`config.mk`:
```
export PLATFORM = sky130hd
export DESIGN_NAME = muldiv_unit
export DESIGN_NICKNAME = d
export VERILOG_FILES = /design/src/rtl/muldiv_unit.sv
export SDC_FILE = /design/constraint.sdc
export NUM_CORES = 1
export LEC_CHECK = 0
export CORE_ASPECT_RATIO = 0.9
export CORE_UTILIZATION = 30
export DETAILED_ROUTE_END_ITERATION = 8
export PLACE_DENSITY = 0.54
export SLEW_MARGIN = 20
export SYNTH_ARGS = -nofsm -noshare
export SYNTH_HDL_FRONTEND = slang
export SYNTH_SLANG_ARGS = --single-unit
```
`constraint.sdc`:
```
create_clock -name iCLK -period 8.5 [get_ports iCLK]
set_clock_uncertainty 0.1 [all_clocks]
set_input_delay 1.7 -clock iCLK [delete_from_list [all_inputs] [get_ports iCLK]]
set_output_delay 1.7 -clock iCLK [all_outputs]
set_load 0.01 [all_outputs]
```
`src/rtl/muldiv_unit.sv`:
```
// -----------------------------------------------------------------------------
// muldiv_unit
// Iterative RV32M multiply/divide unit. Computes MUL/MULH/MULHSU/MULHU with a
// 32-cycle shift-add loop and DIV/DIVU/REM/REMU with a 32-cycle restoring
// shift-subtract loop on operand magnitudes. The result sign is applied when
// the last iteration completes. Divide-by-zero and signed overflow bypass the
// loop and finish one edge after the request is accepted.
//
// Build option:
//   RV32M_FAST_MUL_EN - when defined, all multiplies use a combinational
//                       33x33 signed multiplier and finish one edge after
//                       acceptance; divides stay iterative.
// -----------------------------------------------------------------------------
module muldiv_unit (
    input  logic        iCLK,
    input  logic        iRST,
    input  logic        iStart,
    input  logic [2:0]  iFunct3,
    input  logic [31:0] iRs1Data,
    input  logic [31:0] iRs2Data,
    input  logic [4:0]  iRd,
    output logic        oBusy,
    output logic        oDone,
    output logic        oRegWrite,
    output logic [4:0]  oRd,
    output logic [31:0] oResult
);

    typedef enum logic [1:0] {
        IDLE = 2'd0,
        CALC = 2'd1,
        DONE = 2'd2
    } state_t;

    state_t      state_r;
    state_t      state_n;
    logic [4:0]  counter_r;
    logic [2:0]  funct3_r;
    logic [4:0]  rd_r;
    logic [31:0] a_r;       // multiplicand, or dividend shifted out MSB first
    logic [31:0] b_r;       // multiplier shifted out LSB first, or divisor
    logic        neg_r;     // negate the final magnitude
    logic [63:0] acc_r;     // product, or {remainder, quotient}

    // Request decode (operands as presented in IDLE)
    logic        is_div_s;
    logic        is_rem_s;
    logic        sign_a_en_s;
    logic        sign_b_en_s;
    logic        sign_a_s;
    logic        sign_b_s;
    logic [31:0] mag_a_s;
    logic [31:0] mag_b_s;
    logic        neg_s;
    logic        div_zero_s;
    logic        div_ovf_s;
    logic        special_s;
    logic [31:0] special_result_s;

    // Iteration datapath
    logic [32:0] mul_sum_s;
    logic [63:0] mul_acc_s;
    logic [32:0] rem_shift_s;
    logic [32:0] div_diff_s;
    logic [63:0] div_acc_s;
    logic [63:0] acc_next_s;
    logic [63:0] prod_final_s;
    logic [31:0] quot_final_s;
    logic [31:0] rem_final_s;
    logic [31:0] calc_result_s;

`ifdef RV32M_FAST_MUL_EN
    logic [63:0] fast_a_s;
    logic [63:0] fast_b_s;
    logic [63:0] fast_prod_s;
`endif

    // Decode the incoming request: signedness, magnitudes and special cases
    always_comb begin
        is_div_s    = iFunct3[2];
        is_rem_s    = iFunct3[2] & iFunct3[1];
        sign_a_en_s = is_div_s ? ~iFunct3[0] : (iFunct3[1:0] != 2'b11);
        sign_b_en_s = is_div_s ? ~iFunct3[0] : ~iFunct3[1];
        sign_a_s    = sign_a_en_s & iRs1Data[31];
        sign_b_s    = sign_b_en_s & iRs2Data[31];
        mag_a_s     = sign_a_s ? (~iRs1Data + 32'd1) : iRs1Data;
        mag_b_s     = sign_b_s ? (~iRs2Data + 32'd1) : iRs2Data;
        neg_s       = is_rem_s ? sign_a_s : (sign_a_s ^ sign_b_s);
        div_zero_s  = is_div_s & (iRs2Data == 32'd0);
        div_ovf_s   = is_div_s & ~iFunct3[0] & (iRs1Data == 32'h8000_0000) &
                      (iRs2Data == 32'hFFFF_FFFF);
        special_s        = div_zero_s | div_ovf_s;
        special_result_s = 32'd0;
        if (div_zero_s) begin
            special_result_s = is_rem_s ? iRs1Data : 32'hFFFF_FFFF;
        end else if (div_ovf_s) begin
            special_result_s = is_rem_s ? 32'd0 : 32'h8000_0000;
        end else begin
            special_result_s = 32'd0;
        end
`ifdef RV32M_FAST_MUL_EN
        // 33-bit signed operands, sign-extended; the low 64 bits of the
        // product are exact for every signedness combination.
        fast_a_s    = {{32{sign_a_en_s & iRs1Data[31]}}, iRs1Data};
        fast_b_s    = {{32{sign_b_en_s & iRs2Data[31]}}, iRs2Data};
        fast_prod_s = fast_a_s * fast_b_s;
        if (!is_div_s) begin
            special_s        = 1'b1;
            special_result_s = (iFunct3[1:0] == 2'b00) ? fast_prod_s[31:0]
                                                       : fast_prod_s[63:32];
        end else begin
            special_s        = div_zero_s | div_ovf_s;
        end
`endif
    end

    // One shift-add or restoring shift-subtract step and final sign/selection
    always_comb begin
        mul_sum_s   = {1'b0, acc_r[63:32]} + (b_r[0] ? {1'b0, a_r} : 33'd0);
        mul_acc_s   = {mul_sum_s, acc_r[31:1]};
        rem_shift_s = {acc_r[63:32], a_r[31]};
        div_diff_s  = rem_shift_s - {1'b0, b_r};
        if (div_diff_s[32]) begin
            div_acc_s = {rem_shift_s[31:0], acc_r[30:0], 1'b0};
        end else begin
            div_acc_s = {div_diff_s[31:0], acc_r[30:0], 1'b1};
        end
        acc_next_s   = funct3_r[2] ? div_acc_s : mul_acc_s;
        prod_final_s = neg_r ? (~acc_next_s + 64'd1) : acc_next_s;
        quot_final_s = neg_r ? (~acc_next_s[31:0] + 32'd1) : acc_next_s[31:0];
        rem_final_s  = neg_r ? (~acc_next_s[63:32] + 32'd1) : acc_next_s[63:32];
        case (funct3_r)
            3'b000:  calc_result_s = prod_final_s[31:0];
            3'b001,
            3'b010,
            3'b011:  calc_result_s = prod_final_s[63:32];
            3'b100,
            3'b101:  calc_result_s = quot_final_s;
            3'b110,
            3'b111:  calc_result_s = rem_final_s;
            default: calc_result_s = 32'd0;
        endcase
    end

    // Next-state logic
    always_comb begin
        state_n = state_r;
        case (state_r)
            IDLE: begin
                if (iStart) begin
                    state_n = special_s ? DONE : CALC;
                end else begin
                    state_n = IDLE;
                end
            end
            CALC: begin
                if (counter_r == 5'd0) begin
                    state_n = DONE;
                end else begin
                    state_n = CALC;
                end
            end
            DONE:    state_n = IDLE;
            default: state_n = IDLE;
        endcase
    end

    // State register, operand latches, iteration state and result/rd outputs
    always_ff @(posedge iCLK or posedge iRST) begin
        if (iRST) begin
            state_r   <= IDLE;
            counter_r <= 5'd0;
            funct3_r  <= 3'd0;
            rd_r      <= 5'd0;
            a_r       <= 32'd0;
            b_r       <= 32'd0;
            neg_r     <= 1'b0;
            acc_r     <= 64'd0;
            oRd       <= 5'd0;
            oResult   <= 32'd0;
        end else begin
            state_r <= state_n;
            case (state_r)
                IDLE: begin
                    if (iStart && special_s) begin
                        oResult <= special_result_s;
                        oRd     <= iRd;
                    end else if (iStart) begin
                        funct3_r  <= iFunct3;
                        rd_r      <= iRd;
                        a_r       <= mag_a_s;
                        b_r       <= mag_b_s;
                        neg_r     <= neg_s;
                        acc_r     <= 64'd0;
                        counter_r <= 5'd31;
                    end
                end
                CALC: begin
                    acc_r <= acc_next_s;
                    if (funct3_r[2]) begin
                        a_r <= {a_r[30:0], 1'b0};
                    end else begin
                        b_r <= {1'b0, b_r[31:1]};
                    end
                    if (counter_r == 5'd0) begin
                        oResult <= calc_result_s;
                        oRd     <= rd_r;
                    end else begin
                        counter_r <= counter_r - 5'd1;
                    end
                end
                default: ;
            endcase
        end
    end

    assign oBusy     = (state_r != IDLE);
    assign oDone     = (state_r == DONE);
    assign oRegWrite = (state_r == DONE) && (oRd != 5'd0);

endmodule

```
==> results of run 1 <==
-- cells in the final DEF, fill, tap and decap left out, types with 26 or more instances in the layout --
cell type | netlist | layout
buf_4 | 3 | 30
o31ai_1 | 26 | 26
o21ai_0 | 258 | 257
a21o_1 | 39 | 39
xnor2_1 | 70 | 70
nor2_1 | 184 | 183
clkdlybuf4s50_1 | 0 | 114
ha_1 | 70 | 70
a31oi_1 | 44 | 44
a21oi_1 | 205 | 205
o211ai_1 | 55 | 55
xor2_1 | 62 | 62
mux2i_1 | 43 | 43
nand2_1 | 290 | 290
dfrtp_1 | 181 | 179
nand3_1 | 43 | 43
and2_1 | 52 | 52
nor3_1 | 63 | 62
inv_1 | 58 | 56
-- Yosys cell counts (9+ instances only) --
master and n:
a211oi_1 19, a21o_1 39, a21oi_1 205, a22o_1 22, a31oi_1 44, and2_1 52, and3_1 22, and4_1 9
buf_1 13, buf_2 16, clkbuf_1 103, dfrtp_1 181, ha_1 70, inv_1 58, mux2i_1 43, nand2_1 290
nand2b_1 24, nand3_1 43, nand3b_1 9, nand4_1 21, nor2_1 184, nor2b_1 9, nor3_1 63, nor4_1 17
o211ai_1 55, o21a_1 14, o21ai_0 258, o21ai_1 16, o21bai_1 11, o31ai_1 26, or2_2 15, or3_1 25
xnor2_1 70, xor2_1 62
-- per-layer routing --
metal	vias up	global-route usage, %	wire length, µm	part of all wire, %
met2	642	39.29	32210	45
met3	114	4.493	4689	6.6
met1	8642	32.80	31200	44
met5	-	0	0	0
met4	0	11.28	2938	4.1
li1	8385	-	-	-
-- stage by stage --
stage	util (%)	hold WS (ps)	cell area (µm²)	setup WS [ps]
floorplan	-	345.5	16950	1785
global placement	33.66	358.4	18750	1835
detailed placement	33.67	363.8	18760	1715
CTS	34.78	384.6	19380	2032
global route	34.80	410.5	19380	1671
finish	34.80	381.8	19390	1840
-- cell type report --
cell class,count,area (µm²)
inverter,59,229.0
timing repair buffer,144,1366
clock buffer,18,439.2
clock inverter,14,182.7
antenna,1,2.502
tap,756,945.9
fill,5863,36320
multi-input combinational,1893,11690
sequential,181,4534
-- tightest hold or removal path, stage by stage (launching register included) --
cell     delay (ps)
dfrtp_1         350
nand2_1          50
nand2_1          60
-- registers in the layout, indices dropped and copies added (netlist names) --
signal,cells
state_r,2
a_r,32
funct3_r,3
neg_r,1
counter_r,5
oResult,32
acc_r,64
b_r,32
oRd,5
rd_r,5
-- cells by family after synthesis --
group	Yosys count	synth area share (%)
adder cells (fa/ha/maj)	72	5.405
multiplexers	51	3.071
buffers and inverters	195	4.548
AND/OR/NAND/NOR	822	23.32
flip-flops	181	26.73
AO/OA/AOI/OAI	816	30.10
XOR/XNOR	132	6.822
-- worst min path at each step --
| stage | startpoint | cells after the start | to | slack [ps] |
|---|---|---|---|---|
| 6_report | rd_r[0] | 2 | rd_r[0] | 380 |
| 5_1_grt | rd_r[0] | 2 | rd_r[0] | 410 |
| 4_1_cts | rd_r[0] | 2 | rd_r[0] | 380 |
| 3_5_place_dp | rd_r[0] | 2 | rd_r[0] | 360 |
| 3_3_place_gp | rd_r[1] | 2 | rd_r[1] | 360 |
| 2_1_floorplan | rd_r[0] | 2 | rd_r[0] | 350 |
==> results.cfg, run 1 <==
[setup_path]
cp_cell_sequence = inv_1, ha_1, fa_1, nand2b_1, a21o_1, a211oi_1, o21a_1, o21ai_4, a31oi_2, buf_4, ha_1, nand2_1, nor2_1, nand2_1, or2_2, and3_1, nor2_1, a41oi_1, xor2_1, a21oi_1, o221ai_1
cp-startpoint = a_r[31]
arrival_ps = 6920
reg2reg_depth = 21
reg2reg_slack_ps = 1840
slowest_delay_ps = 670
r2r_start = a_r[31]
timing.rr.end = oResult[28]
cp.required_ps = 8760
crit_type = register to register
crit_buf_inv = 2
start_kind = register
cp.depth = 21
critPathCapture = oResult[28]
cp_max_fo = 18
end_kind = register
cp_slowest_cell = a211oi_1
path_delay_family = compound AO/OA/AOI/OAI gates

[grt]
grt.total_usage_pct = 24.81
antenna_found_initial = 0
grt_pass1_wl_mm = 106.4
grt_pass1_vias = 16737
grt_max_degree = 118
overflow = 0

[final_layout]
final_nets = 2443
instances_no_fill = 3066
drive_gt1_share_pct = 5.240
syn2layout_area_growth_pct = 14.40

[place]
globalplace.congestion = 1.020
portBuffers = 114
dp_hpwl_mm = 55.10
placed_cells = 3033

[logic_synthesis]
synthDistinctLibCells = 92
ys_top_cells_by_area = dfrtp_1, o21ai_0, nand2_1
synth_top_area_cell = dfrtp_1
synth_top_area_share_pct = 26.73
synth_warnings = 0
avgSynthCellArea_um2 = 7.469
ys.flop_type = dfrtp_1
yosysSeqAreaShare_pct = 26.73
syn-num-nets = 2416
synth_seq_cells = 181
synth_edf_count = 0
synth_cells = 2269
ys_async_sr_fraction_pct = 100.0
syn_area_um2 = 16950

[clocking]
htree_levels = 4
ctsResizeCount = 0
ctsHoldBuffers = 0
postCtsSetupRepairBufs = 0
cts_sinks = 181
cts_root_buf = clkbuf_16
cts_made_buffers = 17
cts_tree = built
clk_latency_ps = 510
path_clk_slew_ps = 90
cts_buffer_depth = 2

[sta]
drv_slew = 0
period_share_pct = 78.36
relSlewSlack_pct = 30.96
fmax_mhz = 150.1
period_minus_slack_ps = 6660
setup_tns_ps = 0
worst_slew_pin_slew_ps = 1028
rsz0062_at_grt = no
hold_violations = 0
setup_viol = 0

[route]
viasPerCell = 5.800
drt-pass1-iter-count = 6
wl_mm = 71.04
via_count = 17783
drcViolationCount = 0
wl_per_cell_um = 23.17
ant_nets = 0
drt_iter0_drc = 1800

[floorplan]
die_w_um = 252.5
ioPinCount = 115
start_util_pct = 30.42
die_area_um2 = 57440
fp.coreArea_um2 = 55710
dieHeight_um = 227.5
num_rows = 82

[hold_path]
hold_path.class = register to register

[job]
cap_viol_max_count = 0

[outcome]
status = finished, final reports clean
Power of run 1 is left out: the tool's default activity adds up to more than one toggle a clock period on the data nets, which glitch-free logic cannot reach.
==> run 2: changes to the inputs <==
Settings changed: PLACE_DENSITY 0.54 to 0.56.
Clock period 8.5 ns to 5.45 ns, I/O delays scaled along.
==> run 2 against run 1 <==
  * Fmax is 26% higher
  * Routed wire length is 5.9% higher
  * Non-clock buffer count is 104 higher
  * Sequential share of layout area is 1.1 points lower
  * Sequential cell count stayed put
  * Via count is 2.8% higher
  * Final area is 4.7% higher
  * First-iteration DRC count is 5.3% lower
  * Setup slack worse by 1700 ps
  * Hold slack better by 0.75 ps
  * Core utilization is 1.6 points higher
  * Critical path depth stayed put
==> results.cfg, run 2 (synthesis results as in run 1) <==
[setup_path]
start_kind = register
end_kind = register
r2r_start = a_r[31]
cp-startpoint = a_r[31]
cp_slowest_cell = o21ai_0
cp.depth = 21
crit_buf_inv = 4
slowest_delay_ps = 450
reg2reg_depth = 21
cp_cell_sequence = inv_1, ha_1, fa_1, nand2b_1, a21o_1, a211oi_2, buf_4, o21a_1, o21ai_4, a31oi_4, buf_12, ha_1, nand2_1, nor2_1, nand2_1, or2_2, and3_1, o21ba_2, o21ai_0, buf_4, nand3_1
cp.required_ps = 5740
path_delay_family = compound AO/OA/AOI/OAI gates
reg2reg_slack_ps = 160
arrival_ps = 5580
crit_type = register to register
timing.rr.end = oResult[10]
cp_max_fo = 10

[sta]
hold_violations = 0
setup_tns_ps = 0
relSlewSlack_pct = 36.77
period_minus_slack_ps = 5290
period_share_pct = 97.07
fmax_mhz = 189.0
hold_ws_ps = 382.6
worst_slew_pin_slew_ps = 938.6
setup_viol = 0
drv_slew = 0
rsz0062_at_grt = no

[floorplan]
die_area_um2 = 57440
dieHeight_um = 227.5
die_w_um = 252.5
num_rows = 82
ioPinCount = 115
start_util_pct = 30.42
fp.coreArea_um2 = 55710

[place]
dp_hpwl_mm = 59.45
globalplace.congestion = 1.013
place_area_um2 = 19600
portBuffers = 114

[route]
ant_nets = 0
wl_mm = 75.25
via_count = 18284
viasPerCell = 5.770
drt_iter0_drc = 1705
drcViolationCount = 0
wl_per_cell_um = 23.75
drt-pass1-iter-count = 5

[outcome]
status = finished, final reports clean

[final_layout]
syn2layout_area_growth_pct = 19.80
drive_gt1_share_pct = 9.615
regMostFlops = acc_r
final_nets = 2547
largest_reg_flops = 64
n_antenna_cell = 0
layout_commonest_cell = nand2_1
finalInstanceArea_um2 = 20300
final_cell_mix = nand2_1, o21ai_0, a21oi_1
final_util_pct = 36.44

[clocking]
clk_latency_ps = 520
ctsHoldBuffers = 0
cts_tree = built
path_clk_slew_ps = 80
cts_made_buffers = 17
cts_root_buf = clkbuf_16
htree_levels = 4
cts_sinks = 181
cts_buffer_depth = 2

[grt]
grt_pass1_vias = 17130
grt.total_usage_pct = 26.17
antenna_found_initial = 0
grt_max_degree = 108
grt_pass1_wl_mm = 111.5
overflow = 0

[job]
cap_viol_max_count = 0

[hold_path]
hold_end = rd_r[4]
hold_path.class = register to register
min_from = rd_r[4]
hold_depth = 2
==> run 2: cell count changes in the layout (fill, tap and decap cells not counted), sizes merged <==
| cell | delta |
|---|---|
| buf | +104 |
| diode | -1 |
| clkinv | -3 |
| bufinv | +1 |
| clkinvlp | +2 |
==> run 2: final cells by class <==
type                       instances  area (µm²)
clock buffer                      18       429.2
multi-input combinational       1893       11760
fill                            5873       35410
tap                              756       945.9
sequential                       181        4534
clock inverter                    14       165.2
inverter                          59       225.2
timing repair buffer             248        2242
==> run 2: how the worst max path moves through the flow <==
stage | to
after detailed placement | oResult[27]
final | oResult[10]
after floorplan | oResult[28]
after CTS | oResult[27]
after global placement | oResult[19]
after global routing | oResult[4]
==> run 2: worst min-delay path, cell delays in order, from the launching register on <==
cell and delay (ps):
dfrtp_1 340, nand2_1 50, nand2_1 60
==> run 2: what timing repair did <==
action,4_1_cts,5_1_grt
pin swaps,0,2
endpoints found under the setup margin,2,13
setup buffers,0,3
gates resized for setup,2,13
==> run 2: metal layers <==
layer / GRT usage (%) / share of wire [%] / vias up
met5: 0 / 0 / -
met4: 11.38 / 3.8 / 0
met3: 3.590 / 6.7 / 116
met2: 40.82 / 45 / 729
met1: 36.02 / 45 / 8859
li1: - / - / 8580
==> run 2: stage by stage <==
step                      worst slack (ps)  cells
final                                159.6   3169
after global routing                 4.192   3169
after CTS                            114.0   3166
after detailed placement             8.161   3134
after global placement               39.85   3134
after floorplan                      559.5   2269
Power of run 2 is left out for the same reason.
